==> src/rtl/regfile_be.sv <==
// Two-read, one-write register file with per-byte write enables, optional
// hardwired zero register, optional write-through bypass and a saturating write counter.
module regfile_be #(
    parameter int WIDTH    = 32,
    parameter int DEPTH    = 32,
    parameter int AW       = 5,
    parameter int ZERO_REG = 1,
    parameter int BYPASS   = 1
) (
    input  logic               clk,
    input  logic               clr,
    input  logic               en,
    input  logic [AW-1:0]      waddr,
    input  logic [WIDTH-1:0]   wdata,
    input  logic [WIDTH/8-1:0] wbe,
    input  logic [AW-1:0]      raddr_a,
    input  logic [AW-1:0]      raddr_b,
    output logic [WIDTH-1:0]   rdata_a,
    output logic [WIDTH-1:0]   rdata_b,
    output logic [15:0]        wr_count
);

    localparam int NB = WIDTH / 8;

    logic [WIDTH-1:0] regs_q [DEPTH];
    logic [WIDTH-1:0] regs_d [DEPTH];
    logic [15:0]      wr_count_q;
    logic [15:0]      wr_count_d;

    logic [WIDTH-1:0] bmask;
    logic [WIDTH-1:0] merged;
    logic             wr_zero;
    logic             wr_ok;

    always_comb begin
        bmask = '0;
        for (int b = 0; b < NB; b++) begin
            bmask[8*b +: 8] = {8{wbe[b]}};
        end
    end

    // A write counts only when it actually lands in a register.
    always_comb begin
        wr_zero = (ZERO_REG != 0) && (waddr == '0);
        wr_ok   = !clr && en && (|wbe) && !wr_zero;
        merged  = (regs_q[waddr] & ~bmask) | (wdata & bmask);
    end

    always_comb begin
        for (int i = 0; i < DEPTH; i++) begin
            regs_d[i] = regs_q[i];
        end
        if (wr_ok) begin
            regs_d[waddr] = merged;
        end
    end

    always_comb begin
        wr_count_d = wr_count_q;
        if (wr_ok && (wr_count_q != 16'hFFFF)) begin
            wr_count_d = wr_count_q + 16'd1;
        end
    end

    always_ff @(posedge clk or posedge clr) begin
        if (clr) begin
            for (int i = 0; i < DEPTH; i++) begin
                regs_q[i] <= '0;
            end
            wr_count_q <= '0;
        end else begin
            for (int i = 0; i < DEPTH; i++) begin
                regs_q[i] <= regs_d[i];
            end
            wr_count_q <= wr_count_d;
        end
    end

    // Zero forcing and clear take priority over the bypass path.
    always_comb begin
        rdata_a = regs_q[raddr_a];
        if ((BYPASS != 0) && wr_ok && (raddr_a == waddr)) begin
            rdata_a = merged;
        end
        if (clr || ((ZERO_REG != 0) && (raddr_a == '0))) begin
            rdata_a = '0;
        end
    end

    always_comb begin
        rdata_b = regs_q[raddr_b];
        if ((BYPASS != 0) && wr_ok && (raddr_b == waddr)) begin
            rdata_b = merged;
        end
        if (clr || ((ZERO_REG != 0) && (raddr_b == '0))) begin
            rdata_b = '0;
        end
    end

    assign wr_count = wr_count_q;

endmodule

==> config.mk <==
export PLATFORM = sky130hd
export DESIGN_NAME = regfile_be
export DESIGN_NICKNAME = d
export VERILOG_FILES = /design/src/rtl/regfile_be.sv
export SDC_FILE = /design/constraint.sdc
export NUM_CORES = 2
export LEC_CHECK = 0
export BUFFER_PORTS_ARGS = -buffer_cell sky130_fd_sc_hd__buf_2
export CAP_MARGIN = 0
export CORE_AREA = 2 2 315 317
export CTS_CLUSTER_SIZE = 25
export DETAILED_ROUTE_END_ITERATION = 10
export DIE_AREA = 0 0 317 319
export PLACE_DENSITY = 0.82
export RECOVER_POWER = 25
export SETUP_SLACK_MARGIN = 0.15
export SYNTH_ARGS = -nofsm -noshare
export SYNTH_HDL_FRONTEND = slang
export SYNTH_SLANG_ARGS = --single-unit
export TNS_END_PERCENT = 100
==> constraint.sdc <==
create_clock -name clk -period 75.9 [get_ports clk]
set_input_delay 3.795 -clock clk [delete_from_list [all_inputs] [get_ports clk]]
set_output_delay 3.795 -clock clk [all_outputs]
set_load 0.02 [all_outputs]
==> results.cfg <==
[sta]
final.setup.tns_ps = 0
clock-skew-final_ps = 48.80
hold_viol = 0
period_needed_ps = 14870
slew_headroom = -5.396
setup_violations = 0
report.final.slew_viol_count = 538
tightest_slew_ps = 9594
rsz0062_at_grt = no
fmax_mhz = 67.24
period_share = 0.1959

[global_routing]
antenna_found_initial = 17
grt_usage = 0.4657
grt_pass1_wl_um = 338900
grt_start_max_net_pins = 177
grt_overflow = 0
grt_pass1_vias = 50451

[setup_path]
crit_type = in2async
critPathArrivalTime_ps = 15570
r2r_start = regs_q[385]
rr_worst_depth = 6
rrSetupSlack_ps = 72970
startpoint = clr
crit_family = buffers and inverters
cp_cell_sequence = clkbuf_1, clkinvlp_2, clkbuf_1, buf_4, buf_4
crit_slowest_cell = clkbuf_1
max_stage_delay_ps = 6820
critical_path.max_fanout = 176
r2r-end = regs_q[961]
required_ps = 76600
worst_setup_path_end_kind = asynchronous set/reset pin
cp_num_buf_inv = 5
startpoint_type = input pin

[clocking]
cts_resized = 0
clk_pin_slew_ps = 60
cts_buffers = 104
clkLatencyLatePin_ps = 740
post_cts_buffers = 0
cts_tree = yes
clock-sinks = 1040
clock-root-buffer = clkbuf_16
cts_max_path_buffers = 3
h-tree-depth = 3
ctsHoldBuffers = 0

[placed_design]
dp_hpwl_um = 128800
place_area_mm2 = 0.06449
place.gp.congestion = 0.9582
io_buffer_count = 133

[synth]
synth-async-reset-ratio = 1.000
synthCells = 4917
ys_warn_count = 0
synth_seq_cells = 1040
synth_cell_types = 81
postSynthAreaPerCell_um2 = 12.86
synthesis.nets = 4972
ys.flop_type = dfrtp_1
ys_seq_area_frac = 0.4116
netlist_area_mm2 = 0.06323
synth_edf_count = 0

[detailed_routing]
wl_per_cell_um = 38.17
postRouteAntennaNets = 0
drt_first_pass_iters = 9
drtIter0Drc = 9786
via_per_inst = 8.331
vias = 50908
drt-total-wl_um = 233300
drc = 0

[die]
core_mm2 = 0.09770
start_util = 0.6472
die_w_um = 317
row_count = 115
io_pins = 134
die_height_um = 319
die_area_mm2 = 0.1011

[cells_and_area]
drive_gt1_frac = 0.3785
nFillCells = 6215
final_cell_mix = 1040 x dfrtp_1, 681 x mux4_2, 621 x mux2_2
nets = 4781
final_common_cell = dfrtp_1
postLayoutCellArea_mm2 = 0.06816
synthToLayoutAreaGrowth_pct = 7.797

[run]
maxCapViolCount = 6

[power_and_ir_drop]
vdd_ir_drop_max_uv = 19.66
p_leak_nw = 29.67
power_density_mw_per_mm2 = 22.90

[hold_path]
hold_depth = 0
hold_class = reg2reg
min-delay-start = regs_q[1023]
min_delay_worst_endpoint = regs_q[1023]

[status]
failed_checks = capacitance limit, slew limit
status = finished, violations left
cells in the mapped netlist (6+ instances only):
master	number	share of area
a22o_1	28	0.0039
a22oi_1	95	0.011
mux2i_1	287	0.045
a221oi_1	44	0.0061
dfrtp_1	1040	0.41
xnor2_1	12	0.0017
nor2b_1	25	0.0025
nand2b_1	11	0.0011
o32ai_1	15	0.0021
nand3_2	6	0.00095
nor4_1	13	0.0013
a41oi_1	11	0.0015
nand2_1	495	0.029
o211ai_1	8	0.00095
buf_6	14	0.0025
o221ai_1	13	0.0018
nand4_1	6	0.00059
a21oi_1	73	0.0058
nor3_1	36	0.0028
a21o_1	11	0.0013
o21ai_0	447	0.035
buf_4	31	0.0037
o21ai_1	9	0.00071
a221o_1	12	0.0019
nand2_2	17	0.0017
nor2_1	58	0.0034
buf_2	175	0.014
inv_1	28	0.0017
xor2_1	13	0.0018
mux2_2	621	0.11
buf_1	50	0.0030
nand3_1	26	0.0021
o2bb2ai_1	20	0.0028
mux4_2	681	0.24
a211oi_1	10	0.0012
and2_1	17	0.0017
clkbuf_1	283	0.017
a32oi_1	9	0.0012
o22ai_1	89	0.0088
report_power, final:
| group | internal [mW] | switching [mW] | leakage (nW) |
|---|---|---|---|
| combinational | 0.151 | 0.157 | 13.9 |
| clock | 0.327 | 0.237 | 1.79 |
| sequential | 0.618 | 0.0710 | 14.0 |
| total | 1.10 | 0.465 | 29.7 |
cells by family after synthesis:
logic type / synth area share
compound gates: 0.09140
fa+ha+maj: 0.0001979
mux: 0.3993
simple gates: 0.05232
buf+inv: 0.04169
flops: 0.4116
xor+xnor: 0.003463
registers in the layout, indices dropped and copies added (netlist names):
| register | cells |
|---|---|
| regs_q | 1024 |
| wr_count | 16 |
worst register-to-register path: stages, from the launching register on:
cell and delay [ps]:
dfrtp_1 420, mux2i_1 220, o32ai_1 120, or4_1 570
o32ai_2 920, buf_4 360, o21ai_0 120
layout make-up:
cell class,count,area [um2],share of cell area
multi-input combinational,3292,35030,0.5140
sequential,1040,26030,0.3818
clock buffer,141,2995,0.04395
timing repair buffer,256,1664,0.02442
tap,1287,1610,0.02363
clock inverter,48,669.4,0.009821
inverter,32,125.1,0.001836
antenna,15,37.54,0.0005507
routing by layer:
layer / vias up / wire length (um) / track usage
met1: 25166 / 71600 / 0.5662
met5: - / 300 / 0.01209
met2: 5427 / 93560 / 0.6046
met4: 21 / 23000 / 0.3579
met3: 1643 / 44820 / 0.2663
li1: 18651 / - / -
how the worst max path moves through the flow:
stage                  endpoint  slack, ps  cells past startpoint
floorplan             regs_q[0]      42820                      1
global placement     rdata_a[0]      63130                     11
detailed placement  rdata_b[24]      63040                      9
CTS                 rdata_b[24]      62960                      9
global route        regs_q[576]      59110                      5
finish              regs_q[576]      61030                      5
per-stage QoR:
step                hold WS, ps  utilization  power (mW)  setup slack [ps]  std cells
floorplan                 455.0            -      0.8960             42820       4917
global placement          396.5       0.6601      0.9711             63130       5906
detailed placement        403.6       0.6601      0.9870             63040       5906
CTS                       417.4       0.6976       1.540             62960       6095
global route              432.5       0.6972       1.600             59110       6096
finish                    414.7       0.6976       1.561             61030       6111
No activity file was read; power rests on OpenSTA's default activity.
